### src/rtl/hazard_ctrl.sv
// Hazard controller beside the ID stage. It tracks the destination tags in EX/MEM/WB,
// drives the RegFile bypass, stalls IF/ID on load-use and flushes on a taken branch.
module hazard_ctrl #(
    parameter int unsigned LOAD_STALL = 1
) (
    input  logic        clk,
    input  logic        rst,
    input  logic        id_valid,
    input  logic [4:0]  id_rs1,
    input  logic [4:0]  id_rs2,
    input  logic        id_rs1_used,
    input  logic        id_rs2_used,
    input  logic [4:0]  id_rd,
    input  logic        id_wr_en,
    input  logic        id_is_load,
    input  logic [31:0] ex_result,
    input  logic [31:0] mem_wdata,
    input  logic [31:0] wb_wdata,
    input  logic        ex_branch_taken,
    output logic        risk_con1,
    output logic        risk_con2,
    output logic [31:0] risk_rd1,
    output logic [31:0] risk_rd2,
    output logic        stall_if,
    output logic        stall_id,
    output logic        flush_if_id,
    output logic        flush_id_ex
);

    typedef struct packed {
        logic       v;
        logic [4:0] rd;
        logic       ld;
    } tag_t;

    typedef enum logic {StRun, StStall} state_e;

    tag_t       ex_t, mem_t, wb_t, ex_t_d;
    state_e     state_q, state_d;
    logic [1:0] cnt_q, cnt_d;
    logic       rst_q;
    logic       hold, hit, stall, flush;
    logic [32:0] fwd1, fwd2;

    // A load in EX has no data yet, so it is skipped and an older stage may match.
    function automatic logic [32:0] fwd_sel(input logic used, input logic [4:0] src,
                                            input tag_t ex, input tag_t mem, input tag_t wb,
                                            input logic [31:0] exd, input logic [31:0] memd,
                                            input logic [31:0] wbd);
        fwd_sel = '0;
        if (used && src != 5'd0) begin
            if (ex.v && !ex.ld && ex.rd == src) begin
                fwd_sel = {1'b1, exd};
            end else if (mem.v && mem.rd == src) begin
                fwd_sel = {1'b1, memd};
            end else if (wb.v && wb.rd == src) begin
                fwd_sel = {1'b1, wbd};
            end
        end
    endfunction

    always_comb begin
        hold  = rst | rst_q;
        fwd1  = fwd_sel(id_rs1_used, id_rs1, ex_t, mem_t, wb_t, ex_result, mem_wdata, wb_wdata);
        fwd2  = fwd_sel(id_rs2_used, id_rs2, ex_t, mem_t, wb_t, ex_result, mem_wdata, wb_wdata);
        hit   = id_valid && ex_t.v && ex_t.ld &&
                ((id_rs1_used && id_rs1 != 5'd0 && ex_t.rd == id_rs1) ||
                 (id_rs2_used && id_rs2 != 5'd0 && ex_t.rd == id_rs2));
        state_d = state_q;
        cnt_d   = cnt_q;
        stall   = 1'b0;
        flush   = 1'b0;
        if (ex_branch_taken) begin
            flush   = 1'b1;
            state_d = StRun;
            cnt_d   = 2'd0;
        end else begin
            unique case (state_q)
                StRun: begin
                    if (hit) begin
                        stall   = 1'b1;
                        cnt_d   = 2'(LOAD_STALL - 1);
                        state_d = (LOAD_STALL > 1) ? StStall : StRun;
                    end
                end
                StStall: begin
                    stall = 1'b1;
                    cnt_d = cnt_q - 2'd1;
                    if (cnt_q == 2'd1) begin
                        state_d = StRun;
                    end
                end
                default: state_d = StRun;
            endcase
        end
        // Outputs stay quiet during reset and the cycle after it.
        if (hold) begin
            stall   = 1'b0;
            flush   = 1'b0;
            fwd1    = '0;
            fwd2    = '0;
            state_d = StRun;
            cnt_d   = 2'd0;
        end
        risk_con1   = fwd1[32];
        risk_rd1    = fwd1[31:0];
        risk_con2   = fwd2[32];
        risk_rd2    = fwd2[31:0];
        stall_if    = stall;
        stall_id    = stall;
        flush_if_id = flush;
        flush_id_ex = flush;
        if (stall || flush) begin
            ex_t_d = '0;
        end else begin
            ex_t_d = '{v: id_valid & id_wr_en & (id_rd != 5'd0), rd: id_rd, ld: id_is_load};
        end
    end

    always_ff @(posedge clk) begin
        rst_q <= rst;
        if (rst) begin
            ex_t    <= '0;
            mem_t   <= '0;
            wb_t    <= '0;
            state_q <= StRun;
            cnt_q   <= 2'd0;
        end else begin
            ex_t    <= ex_t_d;
            mem_t   <= ex_t;
            wb_t    <= mem_t;
            state_q <= state_d;
            cnt_q   <= cnt_d;
        end
    end

endmodule

### config.mk
export PLATFORM = sky130hd
export DESIGN_NAME = hazard_ctrl
export DESIGN_NICKNAME = d
export VERILOG_FILES = /design/src/rtl/hazard_ctrl.sv
export SDC_FILE = /design/constraint.sdc
export NUM_CORES = 1
export LEC_CHECK = 0
export ABC_AREA = 1
export CAP_MARGIN = 40
export CORE_UTILIZATION = 41
export CTS_CLUSTER_SIZE = 30
export DETAILED_ROUTE_END_ITERATION = 8
export MAX_ROUTING_LAYER = met4
export PLACE_DENSITY = 0.92
export SKIP_CTS_REPAIR_TIMING = 1
export SLEW_MARGIN = 5
export SYNTH_ARGS = -nofsm -noshare
export SYNTH_HDL_FRONTEND = slang
export SYNTH_SLANG_ARGS = --single-unit
### constraint.sdc
create_clock -name clk -period 2 [get_ports clk]
set_input_delay 0.3 -clock clk [delete_from_list [all_inputs] [get_ports clk]]
set_output_delay 0.3 -clock clk [all_outputs]
set_load 0.01 [all_outputs]
==> impl_metrics.env, run 1 <==
export IMPL_die_h_um=96.6
export IMPL_die_area_um2=9330
export IMPL_powerDensity_nw_per_um2=233
export IMPL_hold_viol_final=0
export IMPL_via_per_inst=5.32
export IMPL_start_util_pct=42.3
export IMPL_synth_top_area_share_pct=19.8
export IMPL_critical_path_class="register to output port"
export IMPL_synth_area_leader_cell="o211ai_2"
export IMPL_synth_flop_cell="dfxtp_1"
export IMPL_drc=0
export IMPL_cts_root_buf="clkbuf_8"
export IMPL_cts_tree="yes"
export IMPL_final_common_cell="nor2_1"
export IMPL_drv_slew=0
export IMPL_final_cell_mix="113 x nor2_1, 108 x clkdlybuf4s50_1, 88 x nand2_1"
export IMPL_cts_num_sinks=23
export IMPL_setup_viol=66
export IMPL_die_w_um=96.6
export IMPL_layout_drive_gt1_share_pct=39.3
export IMPL_grt_pass1_wl_um=22500
export IMPL_cap_violations=0
export IMPL_cp_max_fo=8
export IMPL_synth_nets=700
export IMPL_wirelength_um=15000
export IMPL_skew_ns=0.00168
export IMPL_synth_seq_area_share_pct=12.5
export IMPL_drtAntennaViolNets=0
export IMPL_run_status="complete, but fails checks"
export IMPL_synthTopCellsByArea="o211ai_2 20%, dfxtp_1 13%, nor2_1 12%, nand2_1 9.5%, nor2_2 8.9%"
export IMPL_cts_buffer_depth=2
export IMPL_synth_cell_types=32
export IMPL_gp_congestion=0.934
export IMPL_start_kind="register"
export IMPL_ys_warn_count=0
export IMPL_hold_slack_ns=0.452
export IMPL_pre_cts_ws_ns=-0.935
export IMPL_end_kind="output port"
export IMPL_syn_cell_area_um2=3670
export IMPL_htree_levels=1
export IMPL_tightest_slew_ns=0.288
export IMPL_critPathRequiredTime_ns=1.70
export IMPL_peakVddDrop_uv=472
export IMPL_violations="negative setup slack"
export IMPL_hpwl_um=11000
export IMPL_antenna_found_initial=2
export IMPL_fin_ws_ns=-0.331
export IMPL_avgSynthCellArea_um2=6.33
export IMPL_grt_pass1_vias=4896
export IMPL_hold_class="register to register"
export IMPL_grt_use_total_pct=29.3
export IMPL_rows=34
export IMPL_async_flop_share_pct=0
export IMPL_firstDrtPassIters=5
export IMPL_cp_arrival_ns=2.03
export IMPL_p_leak_nw=3.19
export IMPL_final_core_util_pct=71.5
export IMPL_drt_iter0_markers=203
export IMPL_clk_latency_ns=0.26
export IMPL_post_route_period_util_pct=117
export IMPL_relSlewSlack_pct=80.6
export IMPL_overflow=0
export IMPL_path_clk_slew_ns=0.09
export IMPL_synth_edff_count=0
export IMPL_wire_per_inst_um=16.2
export IMPL_areaGrowthSynthToFinish_pct=69.1
export IMPL_grt_max_degree=33
export IMPL_io_pins=189
export IMPL_port_buffers=188
export IMPL_ys_seq_elements=23
export IMPL_nNetsFinal=937
export IMPL_total_power_w=0.00145
export IMPL_finalCriticalPeriod_ns=2.33
export IMPL_rsz0062_at_grt="yes"
export IMPL_fmax_ghz=0.429
export IMPL_core_um2=8680
export IMPL_routed_via_count=4927
export IMPL_synthCells=580
export IMPL_fillCellCount=687
export IMPL_cts_buffers_inserted=3
[worst max-delay path, cell delays in order, from the launching register on]
cell	delay (ns)
dfxtp_4	0.37
buf_6	0.11
xor2_2	0.13
a21oi_2	0.15
nand3_4	0.17
nand3_4	0.18
buf_4	0.14
buf_12	0.13
o211ai_2	0.10
nor2_2	0.13
buf_2	0.15
[path summary, 6_finish.rpt]
kind	slack, ns	end	from	cells after the start
hold reg to reg	0.45	wb_t[6]	mem_t[6]	2
hold / removal	0.45	wb_t[6]	mem_t[6]	2
setup / recovery	-0.33	risk_rd1[21]	mem_t[2]	10
setup reg to reg	0.36	ex_t[1]	ex_t[2]	11
[synthesized netlist by cell type, types with 3 or more instances]
cell	count
buf_8	3
xor2_1	5
nand2_1	93
nand3_4	4
o22ai_1	6
clkbuf_1	3
xnor2_1	5
nor2_1	119
o211ai_1	6
inv_2	8
dfxtp_1	23
o21ai_1	9
nand3_1	6
o211ai_2	58
inv_1	63
o21ai_0	62
buf_4	8
buf_2	19
buf_6	5
buf_12	3
nor2_2	52
a21oi_1	5
[cells by family (layout without fill, tap and decap cells)]
family,Yosys count,count (layout),synth area share [%]
fa+ha+maj,1,1,0.341
simple gates,285,285,35.6
compound gates,148,148,32.9
other cells,0,2,0
flops,23,23,12.5
buf+inv,113,349,16.3
xor+xnor,10,10,2.39
[state kept, by name, summed over array words and instances, names as in the netlist]
signal / cells
cnt_q: 2
wb_t: 6
state_q: 1
mem_t: 6
ex_t: 7
rst_q: 1
[layer usage]
metal  vias up  GRT usage, %  share of wire, %
met5         -             -                 0
met4         0          10.4               3.5
met3        57          3.25               6.4
met2       253          52.0                50
met1      2252          34.0                40
li1       2365             -                 -
[power breakdown]
group          internal (W)  switching, W  total [W]
Clock              0.000141      0.000155   0.000296
Combinational      0.000355      0.000308   0.000662
Sequential         0.000473     0.0000161   0.000489
Total              0.000968      0.000479    0.00145
[final cells by class]
class	instances	area (µm²)	area share, %
diodes	2	5.00	0.0806
well taps	108	135	2.18
flip-flops and latches	23	477	7.68
inverters	72	275	4.43
clock buffers	3	41.3	0.665
clock inverters	1	7.51	0.121
repair buffers	273	2530	40.8
multi-input cells	444	2740	44.1
[per-stage QoR]
stage,std cells,cell area [µm²],TNS [ns]
2_1_floorplan,580,3670,0
3_3_place_gp,892,6010,-57.16
3_5_place_dp,892,6010,-59.47
4_1_cts,896,6060,-58.44
5_1_grt,926,6210,-20.39
6_report,926,6210,-14.46
Power figures use the tool's default switching activity.
==> run 2, diff against run 1 <==
- CAP_MARGIN: 40 -> default
- CORE_MARGIN: default -> 10
==> run 2 against run 1 <==
Compared with the run above: the run still ends with negative setup slack left; setup slack got worse by 0.079 ns; non-clock buffer count up 17; first-iteration DRC count grew to 2.7 times the previous value; sequential cell count did not move; core utilization rose by 5.5 points; total power is 1.6% higher; combinational power up 4.2%; largest cell class is now buffers; largest power group unchanged; highest routed layer unchanged.
==> impl_metrics.env, run 2 (same netlist as run 1, synthesis figures left out) <==
export IMPL_overflow=0
export IMPL_cts_buffers_inserted=3
export IMPL_grt_use_total_pct=22.1
export IMPL_die_w_um=115
export IMPL_hold_viol_final=0
export IMPL_final_seq_area_um2=477
export IMPL_cp_arrival_ns=2.11
export IMPL_drv_slew=0
export IMPL_firstDrtPassIters=5
export IMPL_finalCriticalPeriod_ns=2.41
export IMPL_fillCellCount=642
export IMPL_peakVddDrop_uv=482
export IMPL_rsz0062_at_grt="yes"
export IMPL_path_clk_slew_ns=0.09
export IMPL_rows=34
export IMPL_antenna_found_initial=0
export IMPL_layout_drive_gt1_share_pct=44.5
export IMPL_p_comb_share_pct=47.0
export IMPL_die_h_um=115
export IMPL_relSlewSlack_pct=77.2
export IMPL_drc=0
export IMPL_hold_class="register to register"
export IMPL_nNetsFinal=954
export IMPL_cts_buffer_depth=2
export IMPL_multi_input_area_um2=2860
export IMPL_grtUsageMet2_pct=39.5
export IMPL_crit_top_cell="buf_6"
export IMPL_cp_cell_sequence="buf_6 > xor2_2 > a21oi_2 > nand3_4 > buf_6 > buf_6 > buf_6 > nand2_1 > o21ai_1 > nor2_1 > nor2_1 > buf_2"
export IMPL_power_internal_w=0.000976
export IMPL_grt_util_met1_pct=25.4
export IMPL_routed_via_count=5170
export IMPL_dp_cells=882
export IMPL_cp_max_fo=6
export IMPL_top_regs="ex_t x7, mem_t x6, wb_t x6"
export IMPL_hold_slack_ns=0.451
export IMPL_tightest_slew_ns=0.338
export IMPL_core_um2=8720
export IMPL_largest_reg_flops=7
export IMPL_wirelength_um=18400
export IMPL_max_stage_delay_ns=0.36
export IMPL_post_route_period_util_pct=121
export IMPL_grt_pass1_vias=4722
export IMPL_end_kind="output port"
export IMPL_powerDensity_nw_per_um2=219
export IMPL_drtAntennaViolNets=0
export IMPL_fmax_ghz=0.415
export IMPL_run_status="complete, but fails checks"
export IMPL_p_seq_share_pct=33.2
export IMPL_grt_max_degree=33
export IMPL_htree_levels=1
export IMPL_final_cell_mix="108 x nor2_1, 108 x clkdlybuf4s50_1, 79 x nand2_1"
export IMPL_fin_ws_ns=-0.411
export IMPL_areaGrowthSynthToFinish_pct=83.1
export IMPL_final_core_util_pct=77.0
export IMPL_regMostFlops="ex_t"
export IMPL_gp_congestion=0.888
export IMPL_start_kind="register"
export IMPL_power_frac_clock_pct=19.8
export IMPL_clk_latency_ns=0.27
export IMPL_via_per_inst=5.49
export IMPL_critical_path_class="register to output port"
export IMPL_wire_per_inst_um=19.5
export IMPL_die_area_um2=13100
export IMPL_placed_cell_area_um2=5920
export IMPL_n_antenna_cell=0
export IMPL_hpwl_um=12200
export IMPL_netSwitchingPower_w=0.000494
export IMPL_busiest_layer="met2"
export IMPL_grt_pass1_wl_um=23800
export IMPL_design_area_um2=6720
export IMPL_cts_root_buf="clkbuf_8"
export IMPL_skew_ns=0.00693
export IMPL_drt_iter0_markers=556
export IMPL_port_buffers=188
export IMPL_cap_violations=0
export IMPL_violations="negative setup slack"
export IMPL_setup_viol=66
export IMPL_cp_slowest_cell="dfxtp_4"
export IMPL_start_util_pct=42.1
export IMPL_cts_tree="yes"
export IMPL_io_pins=189
export IMPL_cts_num_sinks=23
export IMPL_met3_usage_pct=3.46
export IMPL_p_leak_nw=3.39
export IMPL_layout_cells_non_filler=941
export IMPL_critPathRequiredTime_ns=1.70
export IMPL_swShare_pct=33.6
==> run 2: cell count changes in the layout (fill, tap and decap cells not counted), moves of 3 or more <==
cell / before / now
clkbuf_16: 2 / 13
clkbuf_2: 3 / 7
nor2_2: 55 / 60
inv_1: 56 / 59
nand2_4: 0 / 3
nand2_2: 5 / 11
buf_4: 54 / 46
buf_6: 11 / 32
nand2_1: 88 / 79
o21ai_0: 31 / 11
nor2_1: 113 / 108
buf_2: 63 / 54
o21ai_2: 5 / 26
==> run 2: path summary, 6_finish.rpt <==
kind	startpoint	to	slack, ns	cells past startpoint
setup / recovery	mem_t[2]	risk_rd1[10]	-0.41	12
hold / removal	mem_t[6]	wb_t[6]	0.45	2
setup reg to reg	ex_t[1]	ex_t[6]	0.43	11
hold reg to reg	mem_t[6]	wb_t[6]	0.45	2
==> run 2: power groups by stage <==
stage,clock [W],combinational (W),sequential [W]
after floorplan,0,0.000235,0.000495
after global placement,0,0.000592,0.000498
after detailed placement,0,0.000607,0.000499
after CTS,0.000291,0.000611,0.000488
after global routing,0.000314,0.000742,0.000490
final,0.000292,0.000690,0.000488
==> run 2: final cells by class <==
type	count	area share [%]
clock buffers	3	0.615
flip-flops and latches	23	7.10
well taps	108	2.01
multi-input cells	444	42.6
clock inverters	1	0.0745
repair buffers	290	43.6
inverters	72	4.02
==> run 2: through the flow <==
stage               setup WS [ns]  total power (W)  TNS (ns)
floorplan                   0.351         0.000730         0
global placement           -0.880          0.00109    -57.50
detailed placement         -0.912          0.00111    -58.58
CTS                        -0.927          0.00139    -57.71
global route               -0.486          0.00155    -25.01
finish                     -0.411          0.00147    -18.77
==> run 2: critical path, delay by kind of cell, from the launching register on <==
family	cells	cell delay, ns
DFF	1	0.36
and+or+nand+nor	4	0.43
xor gates and xnor gates	1	0.14
AOI/OAI and AO/OA	2	0.25
buffers and inverters	5	0.66
==> run 2: per-layer routing <==
layer	routed length (µm)	up-vias
met4	703	0
met5	0	-
met3	1490	59
met2	9310	297
met1	6860	2416
li1	-	2398
==> run 3, diff against run 2 <==
- SETUP_SLACK_MARGIN: default -> 0.4
==> run 3 against run 2 <==
Compared with the run above: the flow still finishes with violations (negative setup slack); clock power up 4%; worst hold slack worse by 0.013 ns; combinational power grew 3.9%; non-clock buffer count is 9 lower; die area did not move; total power up 3.0%; core utilization is essentially flat; sequential share of layout area fell by 0.094 points; cell count decreased by 0.74%; design area is essentially flat; wire length decreased by 0.74%; global-route usage decreased by 0.18 points; critical path type unchanged; highest routed layer unchanged.
==> impl_metrics.env, run 3 (same netlist as run 1, synthesis figures left out) <==
export IMPL_die_h_um=115
export IMPL_die_area_um2=13100
export IMPL_final_common_cell="clkdlybuf4s50_1"
export IMPL_finalCriticalPeriod_ns=2.41
export IMPL_powerDensity_nw_per_um2=225
export IMPL_highest_layer="met4"
export IMPL_post_route_period_util_pct=121
export IMPL_dp_cells=890
export IMPL_cts_num_sinks=23
export IMPL_fmax_ghz=0.415
export IMPL_regMostFlops="ex_t"
export IMPL_fillCellCount=601
export IMPL_port_buffers=188
export IMPL_wirelength_um=18200
export IMPL_grt_pass1_wl_um=23600
export IMPL_largest_reg_flops=7
export IMPL_path_clk_slew_ns=0.09
export IMPL_run_status="complete, but fails checks"
export IMPL_grt_pass1_vias=4891
export IMPL_start_util_pct=42.1
export IMPL_cp_max_fo=5
export IMPL_overflow=0
export IMPL_top_regs="ex_t x7, mem_t x6, wb_t x6"
export IMPL_cp_slowest_cell="dfxtp_2"
export IMPL_clk_latency_ns=0.27
export IMPL_antenna_found_initial=1
export IMPL_hold_viol_final=0
export IMPL_via_per_inst=5.58
export IMPL_met3_length_um=1350
export IMPL_cts_root_buf="clkbuf_8"
export IMPL_firstDrtPassIters=5
export IMPL_hold_class="primary input to register"
export IMPL_nNetsFinal=946
export IMPL_critPathRequiredTime_ns=1.70
export IMPL_setup_viol=68
export IMPL_start_kind="register"
export IMPL_grt_max_degree=47
export IMPL_final_cell_mix="107 x clkdlybuf4s50_1, 92 x nor2_1, 80 x nand2_1"
export IMPL_die_w_um=115
export IMPL_violations="negative setup slack"
export IMPL_grt_use_total_pct=21.9
export IMPL_cp_cell_sequence="buf_4 > inv_2 > o22ai_2 > nor2_4 > nand3_4 > buf_6 > clkbuf_16 > buf_8 > o21ai_2 > nor2_1 > nor2_2 > buf_2"
export IMPL_core_um2=8720
export IMPL_multi_input_area_um2=2960
export IMPL_htree_levels=1
export IMPL_cts_buffers_inserted=3
export IMPL_final_core_util_pct=77.0
export IMPL_cts_tree="yes"
export IMPL_relSlewSlack_pct=77.8
export IMPL_gp_congestion=0.890
export IMPL_cts_buffer_depth=2
export IMPL_route_met2_wl_um=9200
export IMPL_io_pins=189
export IMPL_rows=34
export IMPL_areaGrowthSynthToFinish_pct=83.1
export IMPL_tightest_slew_ns=0.329
export IMPL_drv_slew=0
export IMPL_hpwl_um=12200
export IMPL_layout_cells_non_filler=934
export IMPL_skew_ns=0.00123
export IMPL_p_leak_nw=3.39
export IMPL_end_kind="output port"
export IMPL_critical_path_class="register to output port"
export IMPL_drt_iter0_markers=526
export IMPL_cp_arrival_ns=2.11
export IMPL_max_stage_delay_ns=0.34
export IMPL_routed_via_count=5213
export IMPL_fin_ws_ns=-0.411
export IMPL_layout_drive_gt1_share_pct=45.8
export IMPL_rsz0062_at_grt="yes"
export IMPL_drc=0
export IMPL_wire_per_inst_um=19.5
export IMPL_route_layer_met1_wl_um=6820
export IMPL_peakVddDrop_uv=395
export IMPL_drtAntennaViolNets=0
export IMPL_cap_violations=0
export IMPL_final_seq_area_um2=470
export IMPL_setup_tns_ns=-19.11
==> run 3: cell types whose count changed in the layout (fill, tap and decap cells not counted), sizes merged <==
cell           before  now
buf               151  143
clkbuf             23   18
clkdlybuf4s50     108  107
clkinv              2    1
clkinvlp            0    1
diode               0    1
dlymetal6s2s       11   16
nand3              12   13
==> run 3: where the power goes <==
part	total (W)	internal, W	switching [W]
Combinational	0.000717	0.000377	0.000341
Sequential	0.000492	0.000476	0.0000161
Clock	0.000305	0.000141	0.000164
Total	0.00151	0.000994	0.000521
==> run 3: path summary, 6_finish.rpt <==
| check | startpoint | endpoint | slack, ns | cells after the start |
|---|---|---|---|---|
| setup / recovery | mem_t[2] | risk_rd2[14] | -0.41 | 12 |
| hold / removal | rst | rst_q | 0.44 | 2 |
| hold reg to reg | ex_t[1] | mem_t[1] | 0.47 | 2 |
| setup reg to reg | ex_t[5] | ex_t[0] | 0.25 | 11 |
==> run 3: worst max-delay path: cells and delay by family, from the launching register on <==
family | cells | cell delay (ns)
buf+inv | 6 | 0.79
simple gates | 4 | 0.50
compound gates | 2 | 0.23
flops | 1 | 0.34
==> run 3: layout make-up <==
class / count / area share (%)
antenna: 1 / 0.0372
multi-input combinational: 445 / 44.1
clock inverter: 1 / 0.112
clock buffer: 3 / 0.615
tap: 108 / 2.01
timing repair buffer: 281 / 42.1
sequential: 23 / 7.00
inverter: 72 / 4.06
==> run 3: layer usage <==
metal	up-vias	track usage (%)
met4	0	8.27
met2	309	38.5
met5	-	-
met3	70	3.46
li1	2390	-
met1	2444	24.3
==> run 3: metrics by stage <==
step	cell area [µm²]	setup slack, ns	hold slack, ns	total power (W)
finish	6720	-0.411	0.439	0.00151
global route	6720	-0.471	0.436	0.00159
CTS	6040	-0.952	0.471	0.00141
detailed placement	5990	-0.947	0.458	0.00111
global placement	5990	-0.922	0.443	0.00109
floorplan	3700	0.403	0.328	0.000733
